## config.mk

```make
export PLATFORM = sky130hd
export DESIGN_NAME = rect_plotter
export DESIGN_NICKNAME = d
export VERILOG_FILES = /design/src/rtl/jumpy_pkg.sv /design/src/rtl/raster_counter.sv /design/src/rtl/rect_plotter.sv
export SDC_FILE = /design/constraint.sdc
export NUM_CORES = 1
export LEC_CHECK = 0
export ABC_AREA = 1
export CORE_MARGIN = 3
export CORE_UTILIZATION = 55
export DETAILED_ROUTE_END_ITERATION = 7
export DONT_BUFFER_PORTS = 1
export PLACE_DENSITY = 0.68
export SLEW_MARGIN = 25
export SYNTH_ARGS = -nofsm -noshare
export SYNTH_HDL_FRONTEND = slang
export SYNTH_SLANG_ARGS = --single-unit
```

## constraint.sdc

```tcl
create_clock -name clk -period 6.2 [get_ports clk]
set_clock_uncertainty 0.15 [all_clocks]
set_input_delay 0.31 -clock clk [delete_from_list [all_inputs] [get_ports clk]]
set_output_delay 0.31 -clock clk [all_outputs]
set_load 0.03 [all_outputs]
```

## src/rtl/jumpy_pkg.sv

```systemverilog
// Shared constants and types for the jumpy game datapath.
// Covers the framebuffer geometry, the palette and the rectangle plotter state.
package jumpy_pkg;

  localparam int SCREEN_W = 160;
  localparam int SCREEN_H = 120;
  localparam int XW       = 8;
  localparam int YW       = 7;
  localparam int CW       = 3;

  localparam logic [CW-1:0] COL_BLACK  = 3'b000;
  localparam logic [CW-1:0] COL_GREEN  = 3'b010;
  localparam logic [CW-1:0] COL_YELLOW = 3'b110;
  localparam logic [CW-1:0] COL_BLUE   = 3'b001;

  typedef enum logic [1:0] {
    IDLE = 2'd0,
    DRAW = 2'd1,
    DONE = 2'd2
  } plot_state_t;

endpackage

```

## src/rtl/raster_counter.sv

```systemverilog
// Column/row counter that walks a w x h rectangle in raster order.
// last flags the bottom-right pixel, i.e. the final pixel of the rectangle.
module raster_counter #(
  parameter int XW = 8,
  parameter int YW = 7
) (
  input  logic          clk,
  input  logic          reset,
  input  logic          clear,
  input  logic          en,
  input  logic [XW-1:0] w,
  input  logic [YW-1:0] h,
  output logic [XW-1:0] i,
  output logic [YW-1:0] j,
  output logic          last
);

  logic col_end_s;

  assign col_end_s = (i == (w - {{(XW-1){1'b0}}, 1'b1}));
  assign last      = col_end_s && (j == (h - {{(YW-1){1'b0}}, 1'b1}));

  // Counter state: cleared on command accept, stepped once per draw cycle
  always_ff @(posedge clk) begin
    if (reset) begin
      i <= {XW{1'b0}};
      j <= {YW{1'b0}};
    end else if (clear) begin
      i <= {XW{1'b0}};
      j <= {YW{1'b0}};
    end else if (en) begin
      if (col_end_s) begin
        i <= {XW{1'b0}};
        j <= j + {{(YW-1){1'b0}}, 1'b1};
      end else begin
        i <= i + {{(XW-1){1'b0}}, 1'b1};
        j <= j;
      end
    end else begin
      i <= i;
      j <= j;
    end
  end

endmodule

```

## src/rtl/rect_plotter.sv

```systemverilog
// Rectangle fill engine for the 160x120 vga_adapter: one clipped pixel write per clock.
// Output registers are loaded with the *next* pixel, so pixel k is visible in cycle k+1.
module rect_plotter #(
  parameter int SCREEN_W = jumpy_pkg::SCREEN_W,
  parameter int SCREEN_H = jumpy_pkg::SCREEN_H,
  parameter int XW       = jumpy_pkg::XW,
  parameter int YW       = jumpy_pkg::YW,
  parameter int CW       = jumpy_pkg::CW
) (
  input  logic          clk,
  input  logic          reset,
  input  logic          start,
  input  logic [XW-1:0] rect_x,
  input  logic [YW-1:0] rect_y,
  input  logic [XW-1:0] rect_w,
  input  logic [YW-1:0] rect_h,
  input  logic [CW-1:0] rect_colour,
  output logic          busy,
  output logic          done,
  output logic [XW-1:0] x_out,
  output logic [YW-1:0] y_out,
  output logic [CW-1:0] colour_out,
  output logic          plot
);

  import jumpy_pkg::*;

  plot_state_t   state_r, state_nxt_s;
  logic [XW-1:0] x0_r, w_r;
  logic [YW-1:0] y0_r, h_r;
  logic [CW-1:0] col_r;

  logic [XW-1:0] i_s, ni_s, bx_s, ox_s;
  logic [YW-1:0] j_s, nj_s, by_s, oy_s;
  logic          last_s, col_end_s, drawing_s, empty_s;
  logic [XW:0]   xsum_s;
  logic [YW:0]   ysum_s;
  logic [CW-1:0] c_s;

  logic          plot_nxt_s, busy_nxt_s, done_nxt_s;
  logic [XW-1:0] x_nxt_s;
  logic [YW-1:0] y_nxt_s;
  logic [CW-1:0] colour_nxt_s;

  raster_counter #(.XW(XW), .YW(YW)) u_raster (
    .clk   (clk),
    .reset (reset),
    .clear (state_r == IDLE),
    .en    (state_r == DRAW),
    .w     (w_r),
    .h     (h_r),
    .i     (i_s),
    .j     (j_s),
    .last  (last_s)
  );

  assign empty_s   = (rect_w == {XW{1'b0}}) || (rect_h == {YW{1'b0}});
  assign col_end_s = (i_s == (w_r - {{(XW-1){1'b0}}, 1'b1}));
  assign ni_s      = col_end_s ? {XW{1'b0}} : (i_s + {{(XW-1){1'b0}}, 1'b1});
  assign nj_s      = col_end_s ? (j_s + {{(YW-1){1'b0}}, 1'b1}) : j_s;

  // State register
  always_ff @(posedge clk) begin
    if (reset) begin
      state_r <= IDLE;
    end else begin
      state_r <= state_nxt_s;
    end
  end

  // Next-state logic
  always_comb begin
    state_nxt_s = IDLE;
    case (state_r)
      IDLE: begin
        if (start) begin
          state_nxt_s = empty_s ? DONE : DRAW;
        end else begin
          state_nxt_s = IDLE;
        end
      end
      DRAW: begin
        if (last_s) begin
          state_nxt_s = DONE;
        end else begin
          state_nxt_s = DRAW;
        end
      end
      DONE:    state_nxt_s = IDLE;
      default: state_nxt_s = IDLE;
    endcase
  end

  // Output logic: pick the pixel that the output registers show next cycle
  always_comb begin
    bx_s      = {XW{1'b0}};
    by_s      = {YW{1'b0}};
    ox_s      = {XW{1'b0}};
    oy_s      = {YW{1'b0}};
    c_s       = {CW{1'b0}};
    drawing_s = 1'b0;
    case (state_r)
      IDLE: begin
        if (start && !empty_s) begin
          bx_s      = rect_x;
          by_s      = rect_y;
          c_s       = rect_colour;
          drawing_s = 1'b1;
        end else begin
          drawing_s = 1'b0;
        end
      end
      DRAW: begin
        if (!last_s) begin
          bx_s      = x0_r;
          by_s      = y0_r;
          ox_s      = ni_s;
          oy_s      = nj_s;
          c_s       = col_r;
          drawing_s = 1'b1;
        end else begin
          drawing_s = 1'b0;
        end
      end
      default: drawing_s = 1'b0;
    endcase

    xsum_s       = {1'b0, bx_s} + {1'b0, ox_s};
    ysum_s       = {1'b0, by_s} + {1'b0, oy_s};
    plot_nxt_s   = drawing_s && (xsum_s < (XW+1)'(SCREEN_W)) && (ysum_s < (YW+1)'(SCREEN_H));
    x_nxt_s      = drawing_s ? xsum_s[XW-1:0] : {XW{1'b0}};
    y_nxt_s      = drawing_s ? ysum_s[YW-1:0] : {YW{1'b0}};
    colour_nxt_s = drawing_s ? c_s : {CW{1'b0}};
    busy_nxt_s   = (state_nxt_s != IDLE);
    done_nxt_s   = (state_nxt_s == DONE);
  end

  // Command capture on the accepted start strobe
  always_ff @(posedge clk) begin
    if (reset) begin
      x0_r  <= {XW{1'b0}};
      y0_r  <= {YW{1'b0}};
      w_r   <= {XW{1'b0}};
      h_r   <= {YW{1'b0}};
      col_r <= {CW{1'b0}};
    end else if ((state_r == IDLE) && start) begin
      x0_r  <= rect_x;
      y0_r  <= rect_y;
      w_r   <= rect_w;
      h_r   <= rect_h;
      col_r <= rect_colour;
    end else begin
      x0_r  <= x0_r;
      y0_r  <= y0_r;
      w_r   <= w_r;
      h_r   <= h_r;
      col_r <= col_r;
    end
  end

  // Registered adapter and handshake outputs
  always_ff @(posedge clk) begin
    if (reset) begin
      plot       <= 1'b0;
      busy       <= 1'b0;
      done       <= 1'b0;
      x_out      <= {XW{1'b0}};
      y_out      <= {YW{1'b0}};
      colour_out <= {CW{1'b0}};
    end else begin
      plot       <= plot_nxt_s;
      busy       <= busy_nxt_s;
      done       <= done_nxt_s;
      x_out      <= x_nxt_s;
      y_out      <= y_nxt_s;
      colour_out <= colour_nxt_s;
    end
  end

endmodule

```

# After elaboration in Yosys (flattened, before gate mapping)
# Cells that the tools add are included.
classes:
  eq_ne: 4
  order_cmp: 2
  mux: 22
  bitwise: 1
  addsub: 6
  n_reduce_logical: 13
ops:
  columns: ["cell", "n"]
  rows:
  - ["$mux W8", 5]
  - ["$mux W7", 5]
  - ["$pmux W8 S2", 1]
  - ["$pmux W7 S2", 1]
  - ["$add A8 B8 Y9", 1]
  - ["$lt A9 B8 Y1 const B", 1]
  - ["$add A7 B7 Y8", 1]
  - ["$add A8 B1 Y8 const B", 1]
  - ["$eq A8 B8 Y1", 1]
  - ["$logic_not A8 Y1", 1]
  - ["$lt A8 B7 Y1 const B", 1]
  - ["$sub A8 B1 Y8 const B", 1]
  - ["$add A7 B1 Y7 const B", 1]
  - ["$eq A7 B7 Y1", 1]
  - ["$logic_not A7 Y1", 1]
  - ["$sub A7 B1 Y7 const B", 1]
  - ["$mux W2", 3]
  - ["$mux W3", 2]
  - ["$pmux W3 S2", 1]
  - ["$logic_and A1 B1 Y1", 5]
  - ["$pmux W2 S2", 1]
  - ["$reduce_or A2 Y1", 2]
  - ["$eq A2 B1 Y1 const B", 1]
  - ["$eq A2 B2 Y1 const B", 1]
  - ["7 further kinds", 8]
totals:
  output_inout_bits: 21
  elab_cells: 62
  input_bits: 36
  reg_bits: 71

# Depth between registers and ports, before layout
# Gate-level depths: netlist (run 1).
logic_depth:
  word_depth: 10
  ltp_mapped: 25
  ltp_nobuf: 24

# Cells and area by module
# From an unflattened synthesis (run 1), not the netlist that was laid out.
hier_totals:
  hier_cells: 716
  area_unflattened_um2: 4672.0
by_module_without_submodules:
  columns: ["mod", "area_each_um2", "n_inst", "seq_area_each_um2", "cells_per_inst"]
  rows:
  - ["rect_plotter", 3323.2, 1, 1121.1, 491]
  - ["raster_counter", 1348.8, 1, 300.3, 225]

# Worst setup path after synthesis (run 1)
# OpenSTA, ideal clock, no wires.
synth_path:
  path_kind: "register -> register"
  startpoint: "register w_r[0]"
  endpoint: "register plot"
  setup_slack_ps: 2958
  n_path_buf: 1
  period_less_slack_ps: 3242
  arrival_time_ps: 3029
  path_stages_with_launch: 23
  t_required_ps: 5986
  setup_time_ps: 64
  cell_sequence: "dfxtp_1 -> inv_2 -> ha_1 -> nand2_1 -> inv_1 -> nor2_1 -> nand4_1 -> nor2_1 -> nand2_1 -> nor2_4 -> nand3_4 -> buf_6 -> nand3_1 -> o21ai_1 -> ha_1 -> fa_1 -> nand4_1 -> nand3_1 -> a21oi_1 -> nor2_1 -> nor3_1 -> nand3_1 -> nor2_1"
synth_between:
  elab_chain_len: 9
  word_cells_on_any_way: 21
  classes_between: "add/sub (3); order compare (2); eq/ne (1); mux (12); reduce/logical (3)"
synth_rtl:
  columns: ["element", "line_no", "source"]
  rows:
  - ["start: declaration", "rect_plotter.sv:29", "logic [XW-1:0] x0_r, w_r;"]
  - ["start signal: assignment", "rect_plotter.sv:143", "w_r <= {XW{1'b0}};"]
  - ["start signal: assignment", "rect_plotter.sv:149", "w_r <= rect_w;"]
  - ["start signal: assignment", "rect_plotter.sv:155", "w_r <= w_r;"]
  - ["$sub A8 B1 Y8 (*)", "raster_counter.sv:20, rect_plotter.sv:58", null]
  - ["$eq A8 B8 Y1 (*)", "raster_counter.sv:20, rect_plotter.sv:58", null]
  - ["$logic_and A1 B1 Y1 or $mux W8 (tied branches)", "raster_counter.sv:21, rect_plotter.sv:59", null]
  - ["$mux W8", "rect_plotter.sv:114", "if (!last_s) begin"]
  - ["$pmux W8 S2 or $mux W8 (tied branches)", "rect_plotter.sv:102", "case (state_r)"]
  - ["$add A8 B8 Y9", "rect_plotter.sv:128", "xsum_s = {1'b0, bx_s} + {1'b0, ox_s};"]
  - ["$lt A9 B8 Y1", "rect_plotter.sv:130", "plot_nxt_s = drawing_s && (xsum_s < (XW+1)'(SCREEN_W)) && (ysum_s < (YW+1)'(SCREEN_H));"]
  - ["$logic_and A1 B1 Y1", "rect_plotter.sv:130", null]
  - ["$logic_and A1 B1 Y1 (*)", "rect_plotter.sv:130", null]
  - ["end signal: assignment", "rect_plotter.sv:171", "plot <= plot_nxt_s;"]
  - ["end: declaration", "rect_plotter.sv:23", "output logic plot"]
# Every way passes the cells marked *; elsewhere a longest branch is shown, timed or not.
# A chain may end at the register's enable or synchronous reset.

# Worst setup path in the final report (run 1)
# Ends and elaborated chain as after synthesis.

==> flow_summary.toml, run 1 <==
[floorplanning]
rows = 31
io_pins = 57
chip_width_um = 93.10
initial_core_util_pct = 57.22
chipHeight_um = 93.10
fp.coreArea_um2 = 7292
design.die.area_um2 = 8668

[setup_path]
critical-path-slowest-cell = "sky130_fd_sc_hd__o21bai_1"
slowest_delay_ps = 460
worst_setup_path_start_kind = "flop"
critPathLaunch = "w_r[0]"
crit-reg2reg-launch = "w_r[0]"
crit_chain = "inv_2 -> ha_1 -> nand2_1 -> inv_1 -> nor2_1 -> nand2_1 -> nor2_1 -> nand3_1 -> nor2_1 -> nand3_1 -> o21bai_1 -> nor2_1 -> fa_1 -> nand3_1 -> nand2_1 -> a21oi_1 -> o21bai_1 -> xor2_1 -> nand3_1 -> nand3_1 -> nor2_1"
cp_data_arrival_time_ps = 3940
critical_path_class = "reg -> reg"
critical_path.endpoint_type = "flop"
crit_path_max_fanout = 12
worst-endpoint-required_ps = 6300

[final_layout]
layout-drive-gt1-share_pct = 6.625
antennaDiodeCount = 0
final-instance-count-excl-fill = 733
area_growth_syn_to_layout_pct = 10.58
n_fill_cell = 721
post-route-cell-area_um2 = 4614
design.final.nets = 686

[clocking]
tritoncts.num_buffers = 9
numClockSinks = 71
clkTransAtPathRegs_ps = 80
cts_root_buffer = "sky130_fd_sc_hd__clkbuf_8"
worst_skew_pair.late_latency_ps = 350
cts.path.max_buffers = 2
h-tree-depth = 3
cts_tree = "done"

[timing]
part_of_the_cycle_the_worst_path_needs_pct = 61.92
finalSetupViolations = 0
timing.setup.tns_ps = 0
report.final.hold_viol_count = 0
setup_repair_after_global_routing_missed_its_margin = "false"
worst_slew_margin_rel_pct = 46.46
final_max_slew_viol_count = 0
min_period_ps = 3839
fmaxAchievable_mhz = 260.5
worstMarginPinSlew_ps = 800.5

[global_routing]
globalRoute.totalOverflow = 0
pin_count_of_the_biggest_net_entering_global_routing = 29
initial_antenna_violation_count = 0
grt_pass1_wl_mm = 17.39
number_of_global_route_vias_before_repair = 3671
groute.usage.overall_pct = 25.12

[synth]
number_of_nets_in_the_synthesized_netlist = 672
area_of_the_mapped_netlist_um2 = 4173
ys.warnings.count = 0
count_of_flip_flops_with_a_built_in_enable_after_synthesis = 0
synth.avg_cell_area_um2 = 6.785
synth_cell_type_count = 35
part_of_the_yosys_area_used_for_sequential_elements_pct = 34.06
ys_dominant_reg_cell = "sky130_fd_sc_hd__dfxtp_1"
synth_cells = 615
ys_seq_elements = 71
async_sr_flop_fraction_pct = 0

[placement]
place.detailed.instances = 699
gp_congestion = 0.8576
hpwl_mm = 7.493
buffer_ports.inserted = 0
placed_cell_area_um2 = 4237

[routing]
drt_pass1_iterations = 5
via_per_inst = 5.347
drt_iter0_markers = 266
post_drt_wl_per_cell_um = 13.99
route.antenna.remaining_nets = 0
route.detailed.drc = 0
vias = 3919
totalWireLength_mm = 10.26

[job]
drv_cap = 0

[pwr]
power_density_over_the_cells_nw_per_um2 = 233.9
power.total_mw = 1.079
leakagePower_nw = 2.040
vdd.ir_drop.worst_mv = 0.1213

[run_status]
status = "complete, no violations"

[hold_path]
hold_path.class = "in -> reg"
hold_start = "rect_h[4]"
metrics by stage:
step | worst slack, ps | hold slack [ps] | utilization [%]
after floorplan | 2958 | 291.5 | -
after global placement | 2432 | 231.3 | 58.10
after detailed placement | 2401 | 232.7 | 58.10
after CTS | 2377 | 5.113 | 63.14
after global routing | 1907 | 12.20 | 63.28
final | 2361 | 18.77 | 63.28
timing repair:
| item | in CTS | in global routing |
|---|---|---|
| setup endpoints to repair | 0 | 0 |
| buffers inserted | 0 | 0 |
| gates resized for setup | 0 | 0 |
| hold buffers | 17 | 1 |
| endpoints found under the hold margin | 23 | 1 |
critical path, delay by kind of cell, from the launching register on:
| family | cells | cell delay [ps] |
|---|---|---|
| buf+inv | 2 | 110 |
| fa+ha+maj | 2 | 770 |
| simple gates | 13 | 1470 |
| compound gates | 3 | 690 |
| flops | 1 | 360 |
| xor+xnor | 1 | 180 |
power by group:
part	leakage (nW)	internal (mW)	switching, mW
sequential	0.581	0.479	0.0284
clock	0.0891	0.188	0.192
combinational	1.37	0.0670	0.125
cell usage in the layout, fill, tap and decap left out, types with 11 or more instances in the layout:
cell type                       instances
sky130_fd_sc_hd__nand2_1              141
sky130_fd_sc_hd__xor2_1                18
sky130_fd_sc_hd__nand3_1               64
sky130_fd_sc_hd__a21oi_1               53
sky130_fd_sc_hd__dfxtp_1               71
sky130_fd_sc_hd__o21ai_0               24
sky130_fd_sc_hd__dlygate4sd3_1         18
sky130_fd_sc_hd__inv_1                 58
sky130_fd_sc_hd__ha_1                  19
sky130_fd_sc_hd__o21ai_1               11
sky130_fd_sc_hd__nor2_1                79
final timing paths:
kind	end	slack, ps	cells past startpoint
worst max-delay path	plot	2360	21
worst min-delay path	h_r[4]	20	2
worst max register to register	plot	2360	21
worst min register to register	y0_r[2]	320	2
metal layers:
| metal | vias to the layer above | GRT usage, % | share of wire [%] |
|---|---|---|---|
| met5 | - | 0 | 0 |
| met4 | 0 | 6.716 | 1.2 |
| met3 | 8 | 4.988 | 3.4 |
| met2 | 93 | 40.73 | 47 |
| met1 | 1785 | 34.15 | 48 |
| li1 | 2033 | - | - |
cell type report:
type | count | area [µm²] | share of cell area [%]
multi-input combinational | 462 | 2426 | 52.58
clock buffer | 10 | 127.6 | 2.766
sequential | 71 | 1421 | 30.80
timing repair buffer | 21 | 202.7 | 4.393
tap | 99 | 123.9 | 2.684
inverter | 64 | 242.7 | 5.260
clock inverter | 6 | 70.07 | 1.518
cells by family (layout without fill, tap and decap cells):
family | Yosys count | after routing | share of synthesized area [%]
xor gates and xnor gates | 27 | 27 | 5.667
buffers and inverters | 82 | 101 | 7.856
and+or+nand+nor | 314 | 314 | 32.68
adders and majority gates | 21 | 21 | 6.657
DFF | 71 | 71 | 34.06
AOI/OAI and AO/OA | 100 | 100 | 13.07
cell usage after synthesis, types with 2 or more instances:
library cell	number	area [µm²]
sky130_fd_sc_hd__a21oi_1	53	265.3
sky130_fd_sc_hd__o21ba_2	6	60.06
sky130_fd_sc_hd__nand3_1	64	320.3
sky130_fd_sc_hd__nor3_1	4	20.02
sky130_fd_sc_hd__inv_1	58	217.7
sky130_fd_sc_hd__buf_4	2	15.01
sky130_fd_sc_hd__nor2_1	80	300.3
sky130_fd_sc_hd__nor4_1	4	25.02
sky130_fd_sc_hd__dfxtp_1	71	1421
sky130_fd_sc_hd__nand2_2	2	12.51
sky130_fd_sc_hd__xor2_1	18	157.7
sky130_fd_sc_hd__xnor2_1	9	78.83
sky130_fd_sc_hd__fa_1	2	40.04
sky130_fd_sc_hd__o211ai_1	2	15.01
sky130_fd_sc_hd__clkbuf_1	13	48.80
sky130_fd_sc_hd__o21ai_0	24	120.1
sky130_fd_sc_hd__o21ai_1	11	55.05
sky130_fd_sc_hd__nor2_4	3	33.78
sky130_fd_sc_hd__o21bai_1	2	15.01
sky130_fd_sc_hd__nand3b_1	2	15.01
sky130_fd_sc_hd__nand2_1	141	529.3
sky130_fd_sc_hd__inv_2	4	15.01
sky130_fd_sc_hd__ha_1	19	237.7
sky130_fd_sc_hd__nor2_2	3	18.77
sky130_fd_sc_hd__nand4_1	7	43.79
sky130_fd_sc_hd__buf_2	2	10.01
flip-flops by register name (all words and copies together), names as in the netlist, 7 cells and up:
signal      cells
h_r             7
x_out           8
u_raster.j      7
u_raster.i      8
x0_r            8
y0_r            7
w_r             8
y_out           7
(Power assumes the default switching activity.)
==> run 2: changes to the inputs <==
- PLACE_DENSITY: 0.68 -> 0.71
- clock period: 6.2 -> 3.16 ns (I/O delays scaled with it)
==> run 2 against run 1 <==
Effect of this change:
- hold slack better by 140 ps
- final area is 27% higher
- the flow now finishes with violations (negative setup slack)
- fmax increased by 13%
- register-to-register slack got worse by 2600 ps
- clock power increased by 88%
- sequential power increased by 97%
- global-route usage rose by 4.4 points
- die area did not move
- combinational power increased to 2.9 times the previous value
==> flow_summary.toml, run 2 (synthesis results as in run 1) <==
[run_status]
status = "finished, violations left"
failed_checks = "negative setup slack"

[final_layout]
footprint_of_the_multi_input_gates_um2 = 2795
layout-drive-gt1-share_pct = 28.32
mostFrequentLayoutCell = "sky130_fd_sc_hd__nand2_1"
post_route_utilization_pct = 80.47
n_fill_cell = 503
post-route-cell-area_um2 = 5868
register_area_um2 = 1425
layout_common_cells = "128 x sky130_fd_sc_hd__nand2_1, 80 x sky130_fd_sc_hd__buf_4, 68 x sky130_fd_sc_hd__dfxtp_1, 67 x sky130_fd_sc_hd__nor2_1, 51 x sky130_fd_sc_hd__inv_1"
area_growth_syn_to_layout_pct = 40.63
antennaDiodeCount = 0
design.final.nets = 790

[floorplanning]
rows = 31
fp.coreArea_um2 = 7292
io_pins = 57
chip_width_um = 93.10
design.die.area_um2 = 8668
chipHeight_um = 93.10
initial_core_util_pct = 57.22

[pwr]
swShare_pct = 34.48
power.clock.fraction_pct = 31.4
power.total_mw = 2.274
vdd.ir_drop.worst_mv = 0.2266
power_density_over_the_cells_nw_per_um2 = 387.5
combinationalPowerShare_pct = 24.7
internal_power_mw = 1.490
leakagePower_nw = 2.612
share_of_power_burned_in_registers_pct = 43.9
p_switching_uw = 783.9

[routing]
route.antenna.remaining_nets = 0
drt_iter0_markers = 384
via_per_inst = 5.597
route.detailed.drc = 0
vias = 4685
post_drt_wl_per_cell_um = 15.69
drt_pass1_iterations = 5
totalWireLength_mm = 13.13

[global_routing]
groute.usage.overall_pct = 29.52
globalRoute.totalOverflow = 0
pin_count_of_the_biggest_net_entering_global_routing = 47
grt_pass1_wl_mm = 20.57
initial_antenna_violation_count = 0
number_of_global_route_vias_before_repair = 4407

[timing]
part_of_the_cycle_the_worst_path_needs_pct = 107.3
worst_slew_margin_rel_pct = 59.61
min_period_ps = 3391
setup_repair_after_global_routing_missed_its_margin = "true"
fmaxAchievable_mhz = 294.9
worstMarginPinSlew_ps = 605.1
timing.setup.tns_ps = -754.4
finalSetupViolations = 6
final.setup.worst_slack_ps = -231.4
report.final.hold_viol_count = 0
final_max_slew_viol_count = 0

[clocking]
cts_tree = "done"
clkTransAtPathRegs_ps = 100
worst_skew_pair.late_latency_ps = 360
numClockSinks = 71
h-tree-depth = 3
cts.path.max_buffers = 2
cts_root_buffer = "sky130_fd_sc_hd__clkbuf_8"
tritoncts.num_buffers = 9

[setup_path]
r2r-end = "plot"
crit-reg2reg-launch = "w_r[0]"
cp_data_arrival_time_ps = 3510
worst_setup_path_start_kind = "flop"
critical_path_class = "reg -> reg"
crit_path_max_fanout = 5
worst-path-buf-inv = 6
critical_path.endpoint_type = "flop"
slowest_delay_ps = 370
critical-path-slowest-cell = "sky130_fd_sc_hd__ha_1"
timing.critical_path.max_delay_family = "simple AND/OR/NAND/NOR gates"
worst-r2r-setup-slack_ps = -230
worst_r2r_path_depth = 24
worst-endpoint-required_ps = 3280
timing.critical_path.mode_cell = "sky130_fd_sc_hd__nor2_1"
crit_chain = "inv_2 -> ha_4 -> inv_1 -> nand2_2 -> nand2_2 -> buf_4 -> nor2_1 -> nor2_1 -> nand3_1 -> nor2_1 -> nand3_4 -> buf_6 -> nand2_2 -> nor2_1 -> ha_1 -> a21oi_2 -> nand2_2 -> buf_4 -> inv_1 -> o221ai_2 -> xor2_1 -> nand2_1 -> nand3_1 -> nor2_1"

[placement]
placed_cell_area_um2 = 4785
dpl_worst_slack_ps = -200.8
gp_congestion = 0.8878
hpwl_mm = 8.070
buffer_ports.inserted = 0

[job]
drv_cap = 0

[hold_path]
hold_path.class = "in -> reg"
destination_of_the_worst_hold_path = "busy"
hold_start = "reset"
worstHoldPathCells = 3
==> run 2: changes by cell type in the layout (fill, tap and decap cells not counted), moves of 8 or more <==
| cell | before | now |
|---|---|---|
| sky130_fd_sc_hd__buf_4 | 3 | 80 |
| sky130_fd_sc_hd__dlygate4sd3_1 | 18 | 38 |
| sky130_fd_sc_hd__nand3_1 | 64 | 47 |
| sky130_fd_sc_hd__nand3_2 | 1 | 16 |
| sky130_fd_sc_hd__nand2_1 | 141 | 128 |
| sky130_fd_sc_hd__nand2_2 | 2 | 14 |
| sky130_fd_sc_hd__nor2_1 | 79 | 67 |
| sky130_fd_sc_hd__a21oi_1 | 53 | 45 |
| sky130_fd_sc_hd__a21oi_2 | 0 | 8 |
| sky130_fd_sc_hd__ha_1 | 19 | 11 |
| sky130_fd_sc_hd__nor2_2 | 4 | 12 |
==> run 2: what timing repair did <==
action,4_1_cts,5_1_grt
endpoints found under the setup margin,5,12
hold buffers,38,0
buffers inserted,12,7
hold endpoints to repair,38,0
gates cloned,1,0
resized for setup,29,73
pin swaps,29,54
==> run 2: how the worst max path moves through the flow <==
stage           start  endpoint  slack, ps  cells past startpoint
2_1_floorplan  w_r[0]      plot         20                     24
6_report       w_r[0]      plot       -230                     24
3_5_place_dp   w_r[0]      plot       -200                     22
3_3_place_gp   h_r[1]      plot       -160                     24
4_1_cts        w_r[1]      plot       -120                     24
5_1_grt        w_r[0]      plot       -520                     24
==> run 2: layout make-up <==
type,instances,share of cell area [%]
clock buffer,9,2.111
clock inverter,7,1.045
inverter,64,4.307
multi-input combinational,462,47.63
sequential,71,24.29
tap,99,2.111
timing repair buffer,125,18.51
==> run 2: power groups by stage <==
| stage | registers, mW | logic, mW | clock network [mW] |
|---|---|---|---|
| 5_1_grt | 1.00 | 0.616 | 0.759 |
| 6_report | 0.997 | 0.562 | 0.714 |
| 4_1_cts | 0.995 | 0.499 | 0.716 |
| 2_1_floorplan | 1.01 | 0.290 | 0 |
| 3_3_place_gp | 1.01 | 0.422 | 0 |
| 3_5_place_dp | 1.01 | 0.434 | 0 |
==> run 2: per-layer routing <==
layer / vias to the layer above / routed length, µm / track usage, % / share of wire, %
li1: 2238 / - / - / -
met1: 2196 / 5365 / 39.28 / 41
met5: - / 0 / 0 / 0
met3: 44 / 953 / 3.862 / 7.3
met2: 207 / 6384 / 48.53 / 49
met4: 0 / 425 / 11.60 / 3.2
==> run 2: worst reg2reg max path, cell delays in order (launching register included) <==
cell	delay (ps)
sky130_fd_sc_hd__dfxtp_2	340
sky130_fd_sc_hd__inv_2	50
sky130_fd_sc_hd__ha_4	170
sky130_fd_sc_hd__inv_1	70
sky130_fd_sc_hd__nand2_2	60
sky130_fd_sc_hd__nand2_2	90
sky130_fd_sc_hd__buf_4	100
sky130_fd_sc_hd__nor2_1	30
sky130_fd_sc_hd__nor2_1	100
sky130_fd_sc_hd__nand3_1	80
sky130_fd_sc_hd__nor2_1	180
sky130_fd_sc_hd__nand3_4	120
sky130_fd_sc_hd__buf_6	160
sky130_fd_sc_hd__nand2_2	70
sky130_fd_sc_hd__nor2_1	70
sky130_fd_sc_hd__ha_1	370
sky130_fd_sc_hd__a21oi_2	190
sky130_fd_sc_hd__nand2_2	70
sky130_fd_sc_hd__buf_4	130
sky130_fd_sc_hd__inv_1	80
sky130_fd_sc_hd__o221ai_2	110
sky130_fd_sc_hd__xor2_1	280
sky130_fd_sc_hd__nand2_1	90
sky130_fd_sc_hd__nand3_1	90
sky130_fd_sc_hd__nor2_1	50
==> run 2: through the flow <==
stage | std cells | hold slack (ps)
floorplan | 615 | 142.9
detailed placement | 764 | 82.03
global route | 837 | 167.8
global placement | 764 | 79.75
finish | 837 | 158.2
CTS | 831 | 120.2
